==> src/rtl/oled_pkg.sv <==
// oled_pkg: shared types and constants for the OLED command scheduler.
// Holds the dispatcher state encoding, the OLED mode codes and the default
// mode/colour widths used by the scheduler top.
package oled_pkg;

  typedef enum logic [1:0] {
    IDLE      = 2'd0,
    WAIT_ACK  = 2'd1,
    WAIT_DONE = 2'd2
  } disp_state_t;

  localparam logic [1:0] MODE_TURNON = 2'b00;
  localparam logic [1:0] MODE_COLOR  = 2'b01;

  localparam int DEF_N_MODE_BITS  = 2;
  localparam int DEF_N_COLOR_BITS = 8;

endpackage

==> src/rtl/btn_debounce.sv <==
// btn_debounce: one button channel. Two-flop synchroniser, then a counter
// that accepts a new level only after DEBOUNCE_CYCLES consecutive cycles of
// it. `rise` is a one-cycle pulse coincident with the accepted 0->1 change.
// With OLED_AUTO_REPEAT_EN defined, `rise` also pulses every AUTO_PERIOD
// cycles while the debounced level stays high.
module btn_debounce #(
  parameter int DEBOUNCE_CYCLES = 500000
`ifdef OLED_AUTO_REPEAT_EN
  , parameter int AUTO_PERIOD = 10000000
`endif
) (
  input  logic clk,
  input  logic rst_n,
  input  logic btn,
  output logic rise
);

  localparam int CW = (DEBOUNCE_CYCLES > 1) ? $clog2(DEBOUNCE_CYCLES) : 1;

  logic          sync_a;
  logic          sync_b;
  logic          level;
  logic [CW-1:0] cnt;
  logic          settle;
  logic          up;

  // settle: this cycle is the last of the required stable run
  assign settle = (sync_b != level) && (cnt == CW'(DEBOUNCE_CYCLES - 1));
  assign up     = settle && sync_b;

  // two-flop synchroniser for the raw asynchronous button
  always_ff @(posedge clk or negedge rst_n) begin
    if (!rst_n) begin
      sync_a <= 1'b0;
      sync_b <= 1'b0;
    end else begin
      sync_a <= btn;
      sync_b <= sync_a;
    end
  end

  // stable-run counter; any sample equal to the current level restarts it
  always_ff @(posedge clk or negedge rst_n) begin
    if (!rst_n) begin
      cnt   <= '0;
      level <= 1'b0;
    end else if (sync_b == level) begin
      cnt <= '0;
    end else if (settle) begin
      level <= sync_b;
      cnt   <= '0;
    end else begin
      cnt <= cnt + 1'b1;
    end
  end

`ifdef OLED_AUTO_REPEAT_EN
  localparam int RW = (AUTO_PERIOD > 1) ? $clog2(AUTO_PERIOD) : 1;

  logic [RW-1:0] rep_cnt;
  logic          rep_hit;

  assign rep_hit = level && (rep_cnt == RW'(AUTO_PERIOD - 1));

  // repeat timer restarts on every accepted press and on every repeat
  always_ff @(posedge clk or negedge rst_n) begin
    if (!rst_n) begin
      rep_cnt <= '0;
    end else if (up || !level || rep_hit) begin
      rep_cnt <= '0;
    end else begin
      rep_cnt <= rep_cnt + 1'b1;
    end
  end

  assign rise = up | rep_hit;
`else
  assign rise = up;
`endif

endmodule

==> src/rtl/oled_cmd_scheduler.sv <==
// oled_cmd_scheduler: debounces N_BTN buttons, queues one request per
// accepted press (mode slice + colour snapshot) and dispatches them to the
// OLED interface over its START/READY handshake.
// Optional feature macro: OLED_AUTO_REPEAT_EN (auto-repeat while held).
module oled_cmd_scheduler
  import oled_pkg::*;
#(
  parameter int N_BTN           = 4,
  parameter int N_MODE_BITS     = DEF_N_MODE_BITS,
  parameter int N_COLOR_BITS    = DEF_N_COLOR_BITS,
  parameter int DEBOUNCE_CYCLES = 500000,
  parameter int FIFO_DEPTH      = 4,
  parameter int ACK_TIMEOUT     = 16,
  parameter int AUTO_PERIOD     = 10000000
) (
  input  logic                           i_CLK,
  input  logic                           i_RST_N,
  input  logic [N_BTN-1:0]               i_BTN,
  input  logic [N_BTN*N_MODE_BITS-1:0]   i_BTN_MODE,
  input  logic [N_COLOR_BITS-1:0]        i_COLOR,
  input  logic                           i_READY,
  output logic                           o_START,
  output logic [N_MODE_BITS-1:0]         o_MODE,
  output logic [N_COLOR_BITS-1:0]        o_BACKGROUND_COLOR,
  output logic                           o_BUSY,
  output logic [$clog2(FIFO_DEPTH):0]    o_FIFO_COUNT,
  output logic                           o_OVERFLOW
);

  localparam int AW = $clog2(FIFO_DEPTH);
  localparam int CW = AW + 1;
  localparam int EW = N_MODE_BITS + N_COLOR_BITS;
  localparam int TW = (ACK_TIMEOUT > 1) ? $clog2(ACK_TIMEOUT) : 1;

  if (FIFO_DEPTH < 2 || (FIFO_DEPTH & (FIFO_DEPTH - 1)) != 0) begin : g_depth_chk
    $error("FIFO_DEPTH must be a power of two and at least 2");
  end
  if (ACK_TIMEOUT < 1 || AUTO_PERIOD < 1) begin : g_period_chk
    $error("ACK_TIMEOUT and AUTO_PERIOD must be positive");
  end

  logic [N_BTN-1:0]       rise;
  logic [N_BTN-1:0]       pending;
  logic [N_BTN-1:0]       first;
  logic [N_BTN-1:0]       clr;
  logic [N_MODE_BITS-1:0] sel_mode;
  logic [EW-1:0]          mem [FIFO_DEPTH];
  logic [AW-1:0]          wr_ptr;
  logic [AW-1:0]          rd_ptr;
  logic [CW-1:0]          count;
  logic                   full;
  logic                   push;
  logic                   pop;
  disp_state_t            state;
  disp_state_t            state_nxt;
  logic [TW-1:0]          timer;

  for (genvar g = 0; g < N_BTN; g++) begin : g_btn
    btn_debounce #(
      .DEBOUNCE_CYCLES(DEBOUNCE_CYCLES)
`ifdef OLED_AUTO_REPEAT_EN
      , .AUTO_PERIOD(AUTO_PERIOD)
`endif
    ) u_debounce (
      .clk  (i_CLK),
      .rst_n(i_RST_N),
      .btn  (i_BTN[g]),
      .rise (rise[g])
    );
  end

  // lowest-index pending button wins (descending scan, last hit sticks)
  always_comb begin
    first    = '0;
    sel_mode = '0;
    for (int i = N_BTN - 1; i >= 0; i--) begin
      if (pending[i]) begin
        first    = '0;
        first[i] = 1'b1;
        sel_mode = i_BTN_MODE[i*N_MODE_BITS +: N_MODE_BITS];
      end
    end
  end

  // a pop in the same cycle frees the slot a full queue needs for the push
  assign full         = (count == CW'(FIFO_DEPTH));
  assign push         = (|pending) && (!full || pop);
  assign clr          = {N_BTN{push}} & first;
  assign o_FIFO_COUNT = count;
  assign o_BUSY       = (state != IDLE);

  // pending flags and sticky loss flag; a flag being consumed this cycle can absorb a new press
  always_ff @(posedge i_CLK or negedge i_RST_N) begin
    if (!i_RST_N) begin
      pending    <= '0;
      o_OVERFLOW <= 1'b0;
    end else begin
      pending <= (pending & ~clr) | rise;
      if (|(rise & pending & ~clr)) o_OVERFLOW <= 1'b1;
    end
  end

  // queue storage; contents are qualified by the pointers so need no reset
  always_ff @(posedge i_CLK) begin
    if (push) mem[wr_ptr] <= {sel_mode, i_COLOR};
  end

  // queue pointers and occupancy
  always_ff @(posedge i_CLK or negedge i_RST_N) begin
    if (!i_RST_N) begin
      wr_ptr <= '0;
      rd_ptr <= '0;
      count  <= '0;
    end else begin
      if (push) wr_ptr <= wr_ptr + 1'b1;
      if (pop)  rd_ptr <= rd_ptr + 1'b1;
      case ({push, pop})
        2'b10:   count <= count + 1'b1;
        2'b01:   count <= count - 1'b1;
        default: ;
      endcase
    end
  end

  // dispatcher state register
  always_ff @(posedge i_CLK or negedge i_RST_N) begin
    if (!i_RST_N) state <= IDLE;
    else          state <= state_nxt;
  end

  // dispatcher next state; a missing acknowledge is treated as completion after ACK_TIMEOUT
  always_comb begin
    state_nxt = state;
    pop       = 1'b0;
    unique case (state)
      IDLE: begin
        if (count != '0 && i_READY) begin
          pop       = 1'b1;
          state_nxt = WAIT_ACK;
        end
      end
      WAIT_ACK: begin
        if (!i_READY)                              state_nxt = WAIT_DONE;
        else if (timer == TW'(ACK_TIMEOUT - 1))    state_nxt = IDLE;
      end
      WAIT_DONE: begin
        if (i_READY) state_nxt = IDLE;
      end
      default: state_nxt = IDLE;
    endcase
  end

  // acknowledge timer runs only while waiting for READY to fall
  always_ff @(posedge i_CLK or negedge i_RST_N) begin
    if (!i_RST_N)               timer <= '0;
    else if (state != WAIT_ACK) timer <= '0;
    else                        timer <= timer + 1'b1;
  end

  // start pulse and request fields, held until the next pop
  always_ff @(posedge i_CLK or negedge i_RST_N) begin
    if (!i_RST_N) begin
      o_START            <= 1'b0;
      o_MODE             <= N_MODE_BITS'(MODE_TURNON);
      o_BACKGROUND_COLOR <= '0;
    end else begin
      o_START <= pop;
      if (pop) {o_MODE, o_BACKGROUND_COLOR} <= mem[rd_ptr];
    end
  end

endmodule

==> config.mk <==
export PLATFORM = sky130hd
export DESIGN_NAME = oled_cmd_scheduler
export DESIGN_NICKNAME = d
export VERILOG_FILES = /design/src/rtl/oled_pkg.sv /design/src/rtl/btn_debounce.sv /design/src/rtl/oled_cmd_scheduler.sv
export SDC_FILE = /design/constraint.sdc
export NUM_CORES = 1
export LEC_CHECK = 0
export CAP_MARGIN = 10
export CELL_PAD_IN_SITES_DETAIL_PLACEMENT = 1
export CELL_PAD_IN_SITES_GLOBAL_PLACEMENT = 2
export CORE_AREA = 2 2 129 131
export DETAILED_ROUTE_END_ITERATION = 10
export DIE_AREA = 0 0 131 133
export PLACE_DENSITY = 0.94
export REMOVE_ABC_BUFFERS = 1
export SYNTH_ARGS = -nofsm -noshare
export SYNTH_HDL_FRONTEND = slang
export SYNTH_SLANG_ARGS = --single-unit
==> constraint.sdc <==
create_clock -name i_CLK -period 6.05 [get_ports i_CLK]
set_input_delay 1.5125 -clock i_CLK [delete_from_list [all_inputs] [get_ports i_CLK]]
set_output_delay 1.5125 -clock i_CLK [all_outputs]
set_load 0.01 [all_outputs]
==> impl_metrics.json, run 1 <==
{
  "status": "complete, no violations",
  "setup_viol": 0,
  "yosys.area_share.simple_pct": 20.6,
  "vias": 4611,
  "die_area_mm2": 0.0174,
  "core_mm2": 0.0162,
  "worst_pin_slew_ps": 963,
  "cts_tree": "done",
  "clk_latency_ps": 430,
  "place_hpwl_um": 10300,
  "worst_slack_ps": 2070,
  "dp_slack_ps": 1780,
  "synth_area_leader_cell": "dfrtp_1",
  "drc_errors": 0,
  "wirelength_um": 15600,
  "grt_pass1_wl_um": 25800,
  "io_pins": 39,
  "dr.first_iter.drc_count": 209,
  "drt-wirelength-per-cell_um": 17.8,
  "p_per_area_mw_per_mm2": 349,
  "num_antenna_cells": 0,
  "relSlewSlack_pct": 35.2,
  "p_switching_uw": 761,
  "worstPathRequired_ps": 6400,
  "async_flop_share_pct": 74.5,
  "critPathMaxStageDelay_ps": 490,
  "post-cts-setup-buffer-count": 0,
  "arrival_ps": 4330,
  "antenna_found_initial": 0,
  "rsz0062_at_grt": "false",
  "drv_cap": 0,
  "worstPathCellList": "clkdlybuf4s50_1 -> or3b_1 -> or2_2 -> inv_1 -> nand2_1 -> fa_1 -> o21ai_0 -> xor2_1",
  "ant_nets": 0,
  "synthCells": 602,
  "holdBufCountCts": 0,
  "fill_cells": 1692,
  "layout-drive-gt1-share_pct": 8.38,
  "share_comb_of_total_power_pct": 15.6,
  "share_seq_of_total_power_pct": 44.6,
  "synth_compound_area_share_pct": 1.65,
  "grt_max_degree": 77,
  "finalMaxSlewViolations": 0,
  "ys_seq_elements": 157,
  "dr.pass1.iters": 4,
  "period_minus_slack_ps": 3980,
  "start_kind": "input pin",
  "yosysUniqueCellTypes": 44,
  "synth_area_leaders": "dfrtp_1 42%, edfxtp_1 17%, xor2_1 5.6%, nor2_1 5.4%, xnor2_1 4.6%",
  "die_w_um": 131,
  "grt_overflow": 0,
  "start_util_pct": 42.6,
  "fin_nets": 676,
  "worstPathMaxFanout": 14,
  "core.rowCount": 47,
  "synth_fa_ha_area_share_pct": 1.92,
  "total_power_mw": 2.82,
  "yosysTopAreaCellShare_pct": 42.5,
  "cts_resized": 0,
  "finalHoldViolations": 0,
  "fp.dieH_um": 133,
  "clock_sinks": 157,
  "routed_via_density": 5.26,
  "postPlaceCellArea_mm2": 0.00746,
  "grt_usage_pct": 19.4,
  "syn_avg_cell_area_um2": 11.4,
  "leakagePower_nw": 3.30,
  "finClkSkew_ps": 10.2,
  "first_global_vias": 4986,
  "ir_drop_uv": 233,
  "fmax_mhz": 251,
  "synth.cell_area_mm2": 0.00689,
  "htree_levels": 4,
  "pwr-share-clk_pct": 39.8,
  "muxShareOfSynthArea_pct": 3.90,
  "synth_flop_cell": "dfrtp_1",
  "p_int_mw": 2.06,
  "numCtsBuffers": 17,
  "switching_share_pct": 27.0,
  "tns_ps": 0,
  "holdWs_ps": 349,
  "clk_path_buf_depth": 2,
  "reg2reg_setup_slack_ps": 3200,
  "cp-end-kind": "flip-flop",
  "cp_slowest_cell": "clkdlybuf4s50_1",
  "fin_crit_sh_pct": 65.8,
  "synth_xor_area_share_pct": 10.2,
  "ys.warnings.count": 0,
  "io_buffers": 38,
  "clk_pin_slew_worst_paths_ps": 60,
  "gp_congestion": 0.750,
  "worstHoldPathType": "flip-flop to flip-flop",
  "crit_type": "input pin to flip-flop",
  "postLayoutCellArea_mm2": 0.00808,
  "synth_top_family_by_area": "simple AND/OR/NAND/NOR gates",
  "synth_edf_count": 40,
  "areaGrowthSynthToFinish_pct": 17.2,
  "yosysSeqAreaShare_pct": 59.9,
  "cts-root-buf": "clkbuf_16"
}
==> worst paths after layout <==
kind | depth (start not counted) | from | to
max | 8 | i_READY | o_FIFO_COUNT[2]
min | 0 | g_btn[1].u_debounce.sync_a | g_btn[1].u_debounce.sync_b
max reg2reg | 7 | state[0] | o_FIFO_COUNT[2]
min reg2reg | 0 | g_btn[1].u_debounce.sync_a | g_btn[1].u_debounce.sync_b
max in group asynchronous | 2 | i_RST_N | g_btn[0].u_debounce.cnt[13]
min in group asynchronous | 1 | i_RST_N | g_btn[2].u_debounce.cnt[10]
==> state kept, by name, summed over array words and instances (netlist names) <==
| name | cells |
|---|---|
| o_MODE | 2 |
| rd_ptr | 2 |
| o_FIFO_COUNT | 3 |
| g_btn.u_debounce.cnt | 76 |
| pending | 4 |
| timer | 4 |
| state | 2 |
| mem | 40 |
| g_btn.u_debounce.sync_a | 4 |
| g_btn.u_debounce.level | 4 |
| o_BACKGROUND_COLOR | 8 |
| o_OVERFLOW | 1 |
| g_btn.u_debounce.sync_b | 4 |
| o_START | 1 |
| wr_ptr | 2 |
==> power groups by stage <==
stage	combinational, mW	sequential (mW)	clock, mW
3_5_place_dp	0.427	1.28	0
3_3_place_gp	0.394	1.27	0
5_1_grt	0.483	1.27	1.19
6_report	0.439	1.26	1.12
4_1_cts	0.446	1.26	1.14
2_1_floorplan	0.211	1.28	0
==> cells by family (layout without fill, tap and decap cells) <==
| family | Yosys count | in the layout |
|---|---|---|
| flops | 157 | 157 |
| xor+xnor | 80 | 80 |
| buf+inv | 27 | 81 |
| fa+ha+maj | 10 | 10 |
| simple gates | 295 | 295 |
| mux | 14 | 14 |
| compound gates | 19 | 19 |
==> Yosys cell counts (10+ instances only) <==
library cell	count
dfrtp_1	117
edfxtp_1	40
inv_1	10
nand4_1	22
nor4_1	10
nand3_1	26
nor2_1	99
xnor2_1	36
and3_1	11
mux4_2	10
xor2_1	44
nand2_1	75
==> area by class of cell <==
cell class              instances  area [um^2]  area share, %
clock buffers                  18          439           5.43
clock inverters                14          181           2.24
inverters                      10         37.5          0.464
multi-input cells             418         2630           32.6
flip-flops and latches        157         4130           51.1
well taps                     220          275           3.41
repair buffers                 39          385           4.77
==> worst max-delay path: cells and delay by family <==
family,cells,cell delay (ps)
adder cells (fa/ha/maj),1,470
AND/OR/NAND/NOR,3,1040
buffers and inverters,2,840
AO/OA/AOI/OAI,1,270
XOR/XNOR,1,190
==> through the flow <==
step           util, %  instances
2_1_floorplan        -        585
3_3_place_gp      46.1        844
3_5_place_dp      46.1        844
4_1_cts           50.0        876
5_1_grt           50.0        876
6_report          50.0        876
==> routing by layer <==
layer  global-route usage [%]  share of wire (%)
met2                     32.1                 51
met3                     4.08                3.1
met1                     24.5                 44
met5                        0                  0
met4                     8.04                2.7
==> cell usage in the layout (no fill, tap or decap), types with 9 or more instances in the layout <==
| master | instances |
|---|---|
| edfxtp_1 | 40 |
| nor4_1 | 10 |
| clkbuf_16 | 17 |
| nand2_1 | 75 |
| clkdlybuf4s50_1 | 37 |
| dfrtp_1 | 117 |
| mux4_2 | 10 |
| inv_1 | 10 |
| and3_1 | 11 |
| xnor2_1 | 36 |
| nand4_1 | 22 |
| nor2_1 | 99 |
| and4_1 | 9 |
| nor3_1 | 9 |
| ha_1 | 9 |
| xor2_1 | 44 |
| nand3_1 | 26 |
Note: power is estimated with default switching activity, not from simulation.
==> run 2: changes to the inputs <==
CORE_AREA = 2 2 135 137   (was 2 2 129 131)
DIE_AREA = 0 0 137 139   (was 0 0 131 133)
PLACE_DENSITY = 0.87   (was 0.94)
clock period = 4.11 ns   (was 6.05 ns; I/O delays follow)
==> run 2 against run 1 <==
Against the previous run:
- core utilization is 4.2 points lower
- global-route usage decreased by 1.9 points
- power grew 44%
- clock skew barely moved
- clock power rose by 41%
- routed wire length decreased by 0.22%
- setup slack got worse by 1100 ps
- non-clock buffer count rose by 1
- first-iteration DRC count decreased by 19%
- largest power group unchanged
==> impl_metrics.json, run 2 (synthesis gave the netlist of run 1 again) <==
{
  "status": "complete, no violations",
  "p_per_area_mw_per_mm2": 504,
  "start_kind": "input pin",
  "share_comb_of_total_power_pct": 15.7,
  "die_w_um": 137,
  "reg2reg_setup_slack_ps": 1620,
  "cts_resized": 0,
  "htree_levels": 4,
  "total_power_mw": 4.07,
  "dp_slack_ps": 599,
  "relSlewSlack_pct": 38.3,
  "routed_via_density": 5.17,
  "hold_end": "g_btn[3].u_debounce.sync_b",
  "r2r_start": "g_btn[0].u_debounce.cnt[12]",
  "areaGrowthSynthToFinish_pct": 17.2,
  "drt-wirelength-per-cell_um": 17.6,
  "numCtsBuffers": 17,
  "finalHoldViolations": 0,
  "p_int_mw": 2.95,
  "leakagePower_nw": 3.29,
  "worstPathMaxFanout": 13,
  "regArea_mm2": 0.00413,
  "antenna_found_initial": 0,
  "final_common_cell": "dfrtp_1",
  "r2r-end": "g_btn[0].u_debounce.cnt[17]",
  "start_util_pct": 39.0,
  "cp-end-kind": "flip-flop",
  "gp_congestion": 0.756,
  "io_buffers": 38,
  "finClkSkew_ps": 10.2,
  "fp.dieH_um": 139,
  "dp_cells": 854,
  "clk_latency_ps": 430,
  "drv_cap": 0,
  "post-cts-setup-buffer-count": 0,
  "rsz0062_at_grt": "false",
  "clk_pin_slew_worst_paths_ps": 70,
  "worst_slack_ps": 984,
  "period_minus_slack_ps": 3130,
  "num_antenna_cells": 0,
  "core_mm2": 0.0177,
  "ant_nets": 0,
  "crit_type": "input pin to flip-flop",
  "fmax_mhz": 320,
  "largestRegisters": "g_btn.u_debounce.cnt (76), mem (40), o_BACKGROUND_COLOR (8)",
  "multiInputGateArea_mm2": 0.00263,
  "worstHoldPathType": "flip-flop to flip-flop",
  "top_register": "g_btn.u_debounce.cnt",
  "grt_usage_pct": 17.5,
  "min_path_cells": 0,
  "switching_share_pct": 27.5,
  "place_hpwl_um": 10400,
  "setup_viol": 0,
  "pwr-share-clk_pct": 38.8,
  "arrival_ps": 3480,
  "clk_path_buf_depth": 2,
  "dr.first_iter.drc_count": 169,
  "die_area_mm2": 0.0190,
  "cts-root-buf": "clkbuf_16",
  "layout-drive-gt1-share_pct": 8.22,
  "holdBufCountCts": 0,
  "finalMaxSlewViolations": 0,
  "largest_reg_flops": 76,
  "grt_pass1_wl_um": 25800,
  "fill_cells": 1884,
  "p_switching_mw": 1.12,
  "ir_drop_uv": 316,
  "layoutNonFillerInstCount": 886,
  "clock_sinks": 157,
  "dr.pass1.iters": 4,
  "cts_tree": "done",
  "hp-start": "g_btn[3].u_debounce.sync_a",
  "share_seq_of_total_power_pct": 45.5,
  "worstPathRequired_ps": 4460,
  "fin_crit_sh_pct": 76.1,
  "fin_nets": 677,
  "drc_errors": 0,
  "worst_pin_slew_ps": 918,
  "first_global_vias": 5058,
  "grt_overflow": 0,
  "rr_worst_depth": 5,
  "vias": 4584,
  "grt_max_degree": 65,
  "wirelength_um": 15600,
  "tns_ps": 0,
  "core.rowCount": 49,
  "layout_common_cells": "117 x dfrtp_1, 99 x nor2_1, 75 x nand2_1",
  "io_pins": 39
}
-- run 2: cell count changes in the layout (fill, tap and decap cells not counted) --
cell,change
buf_12,+1
bufinv_16,-1
inv_6,-2
clkinv_1,+2
clkinvlp_4,+2
clkbuf_8,-1
inv_8,+2
clkinv_4,-2
-- run 2: worst max path at each step --
stage	start	to	slack [ps]
after global placement	i_READY	o_FIFO_COUNT[2]	730
after detailed placement	i_READY	o_FIFO_COUNT[2]	600
after CTS	i_READY	o_FIFO_COUNT[2]	1000
after floorplan	i_READY	o_FIFO_COUNT[2]	1170
after global routing	i_READY	mem[0][7]	890
final	i_READY	o_FIFO_COUNT[2]	980
-- run 2: worst max-delay path, stage by stage --
cell	delay (ps)
clkdlybuf4s50_1	500
or3b_1	420
or2_2	430
inv_1	130
nand2_1	100
fa_1	430
o21ai_0	250
xor2_1	190
-- run 2: metrics by stage --
| stage | hold WS (ps) | instance area (um^2) | util, % |
|---|---|---|---|
| 3_3_place_gp | 338 | 7490 | 42.4 |
| 4_1_cts | 356 | 8080 | 45.8 |
| 5_1_grt | 361 | 8080 | 45.8 |
| 3_5_place_dp | 347 | 7490 | 42.4 |
| 6_report | 354 | 8080 | 45.8 |
| 2_1_floorplan | 331 | 6800 | - |
-- run 2: final cells by class --
| type | count | share of cell area [%] |
|---|---|---|
| sequential | 157 | 51.1 |
| clock inverter | 15 | 2.00 |
| clock buffer | 17 | 5.27 |
| multi-input combinational | 418 | 32.6 |
| inverter | 10 | 0.465 |
| timing repair buffer | 40 | 5.02 |
| tap | 229 | 3.55 |
-- run 2: power groups by stage --
stage / combinational, mW / sequential, mW / clock [mW]
global route: 0.708 / 1.87 / 1.67
CTS: 0.648 / 1.85 / 1.61
detailed placement: 0.628 / 1.88 / 0
floorplan: 0.310 / 1.88 / 0
finish: 0.637 / 1.85 / 1.58
global placement: 0.591 / 1.87 / 0
-- run 2: per-layer routing --
| layer | wire, um | track usage [%] | up-vias |
|---|---|---|---|
| li1 | - | - | 2154 |
| met1 | 6880 | 21.4 | 2342 |
| met2 | 8000 | 30.3 | 61 |
| met3 | 445 | 4.39 | 27 |
| met4 | 267 | 5.15 | 0 |
| met5 | 0 | 0 | - |
==> run 3: changes to the inputs <==
clock period = 3.25 ns   (was 4.11 ns; I/O delays follow)
==> run 3 against run 2 <==
Against the previous run:
- critical path depth unchanged
- routed wire length down 6.8%
- sequential power increased by 26%
- register-to-register slack got worse by 840 ps
- largest power group unchanged
==> impl_metrics.json, run 3 (synthesis gave the netlist of run 1 again) <==
{
  "status": "complete, no violations",
  "areaGrowthSynthToFinish_pct": 17.5,
  "cts_tree": "done",
  "holdBufCountCts": 0,
  "ant_nets": 0,
  "core_mm2": 0.0177,
  "die_w_um": 137,
  "grt_usage_pct": 16.6,
  "p_per_area_mw_per_mm2": 631,
  "core.rowCount": 49,
  "drt-wirelength-per-cell_um": 16.3,
  "num_antenna_cells": 0,
  "rsz0062_at_grt": "false",
  "grt_overflow": 0,
  "numCtsBuffers": 17,
  "worst_pin_slew_ps": 810,
  "dr.pass1.iters": 4,
  "cp_num_cells": 8,
  "fin_nets": 680,
  "route.met3.wl_um": 488,
  "relSlewSlack_pct": 45.5,
  "htree_levels": 4,
  "layout-drive-gt1-share_pct": 8.94,
  "period_minus_slack_ps": 2750,
  "fmax_mhz": 364,
  "top_register": "g_btn.u_debounce.cnt",
  "fill_cells": 1901,
  "place_hpwl_um": 9760,
  "start_util_pct": 39.0,
  "crit_type": "input pin to flip-flop",
  "largestRegisters": "g_btn.u_debounce.cnt (76), mem (40), o_BACKGROUND_COLOR (8)",
  "finalMaxSlewViolations": 0,
  "drv_cap": 0,
  "post-cts-setup-buffer-count": 0,
  "clk_latency_ps": 430,
  "routed_via_density": 5.11,
  "rr_worst_depth": 5,
  "final_common_cell": "dfrtp_1",
  "crit_family": "simple AND/OR/NAND/NOR gates",
  "top_layer": "met4",
  "gp_congestion": 0.764,
  "worstPathMaxFanout": 3,
  "holdWs_ps": 317,
  "first_global_vias": 4877,
  "clk_pin_slew_worst_paths_ps": 70,
  "worstHoldPathType": "input pin to async pin",
  "setup_viol": 0,
  "clock_sinks": 157,
  "total_power_mw": 5.11,
  "fin_crit_sh_pct": 84.6,
  "start_kind": "input pin",
  "cts-root-buf": "clkbuf_16",
  "grt_pass1_wl_um": 24700,
  "worstPathRequired_ps": 3600,
  "die_area_mm2": 0.0190,
  "clk_path_buf_depth": 2,
  "timing.critical_path.buf_inv": 2,
  "grt_max_degree": 56,
  "tns_ps": 0,
  "io_buffers": 38,
  "layout_common_cells": "117 x dfrtp_1, 99 x nor2_1, 75 x nand2_1",
  "vias": 4542,
  "cp_slowest_cell": "clkdlybuf4s50_1",
  "met2RoutedLength_um": 7260,
  "layoutNonFillerInstCount": 889,
  "worstPathCellList": "clkdlybuf4s50_1 -> or3b_1 -> or2_2 -> inv_1 -> nand2_1 -> fa_1 -> o21ai_0 -> xor2_1",
  "arrival_ps": 3100,
  "utilization_pct": 45.9,
  "critPathMaxStageDelay_ps": 490,
  "cts_resized": 0,
  "cp-end-kind": "flip-flop",
  "leakagePower_nw": 3.31,
  "finalHoldViolations": 0,
  "ir_drop_uv": 449,
  "finClkSkew_ps": 11.8,
  "wirelength_um": 14500,
  "fp.dieH_um": 139,
  "io_pins": 39,
  "largest_reg_flops": 76,
  "antenna_found_initial": 0,
  "dp_cells": 857,
  "drc_errors": 0,
  "wl_met1_um": 6550,
  "dr.first_iter.drc_count": 190
}
==> run 3: changes by cell type in the layout (fill, tap and decap cells not counted), moves of 2 or more <==
cell / change
inv_8: +8
bufinv_16: -2
buf_4: +3
inv_6: -2
clkinv_1: -2
==> run 3: worst paths after layout <==
path,slack (ps),from,endpoint
max reg2reg,780,g_btn[0].u_debounce.cnt[12],g_btn[0].u_debounce.cnt[14]
max,500,i_READY,o_FIFO_COUNT[2]
min reg2reg,350,g_btn[1].u_debounce.sync_a,g_btn[1].u_debounce.sync_b
min in group i_CLK,350,g_btn[1].u_debounce.sync_a,g_btn[1].u_debounce.sync_b
max in group asynchronous,2130,i_RST_N,g_btn[2].u_debounce.cnt[18]
min,320,i_RST_N,g_btn[2].u_debounce.cnt[13]
==> run 3: final cells by class <==
cell class	instances	area (um^2)	area share, %
inverters	10	37.5	0.463
well taps	229	287	3.54
repair buffers	43	428	5.28
flip-flops and latches	157	4130	51.0
clock buffers	17	425	5.25
multi-input cells	418	2630	32.5
clock inverters	15	161	1.99
==> run 3: routing by layer <==
layer | vias to the layer above | track usage, %
met2 | 70 | 27.7
met5 | - | 0
li1 | 2164 | -
met1 | 2290 | 21.0
met3 | 18 | 4.02
met4 | 0 | 5.48
==> run 3: stage by stage <==
stage / setup slack, ps / area (um^2)
after CTS: 496 / 8100
after floorplan: 526 / 6800
after global routing: 406 / 8100
final: 502 / 8100
after global placement: 250 / 7510
after detailed placement: 149 / 7510
==> run 3: report_power, final <==
part	internal, mW	switching [mW]
registers	2.16	0.179
clock network	1.04	0.936
logic	0.422	0.369
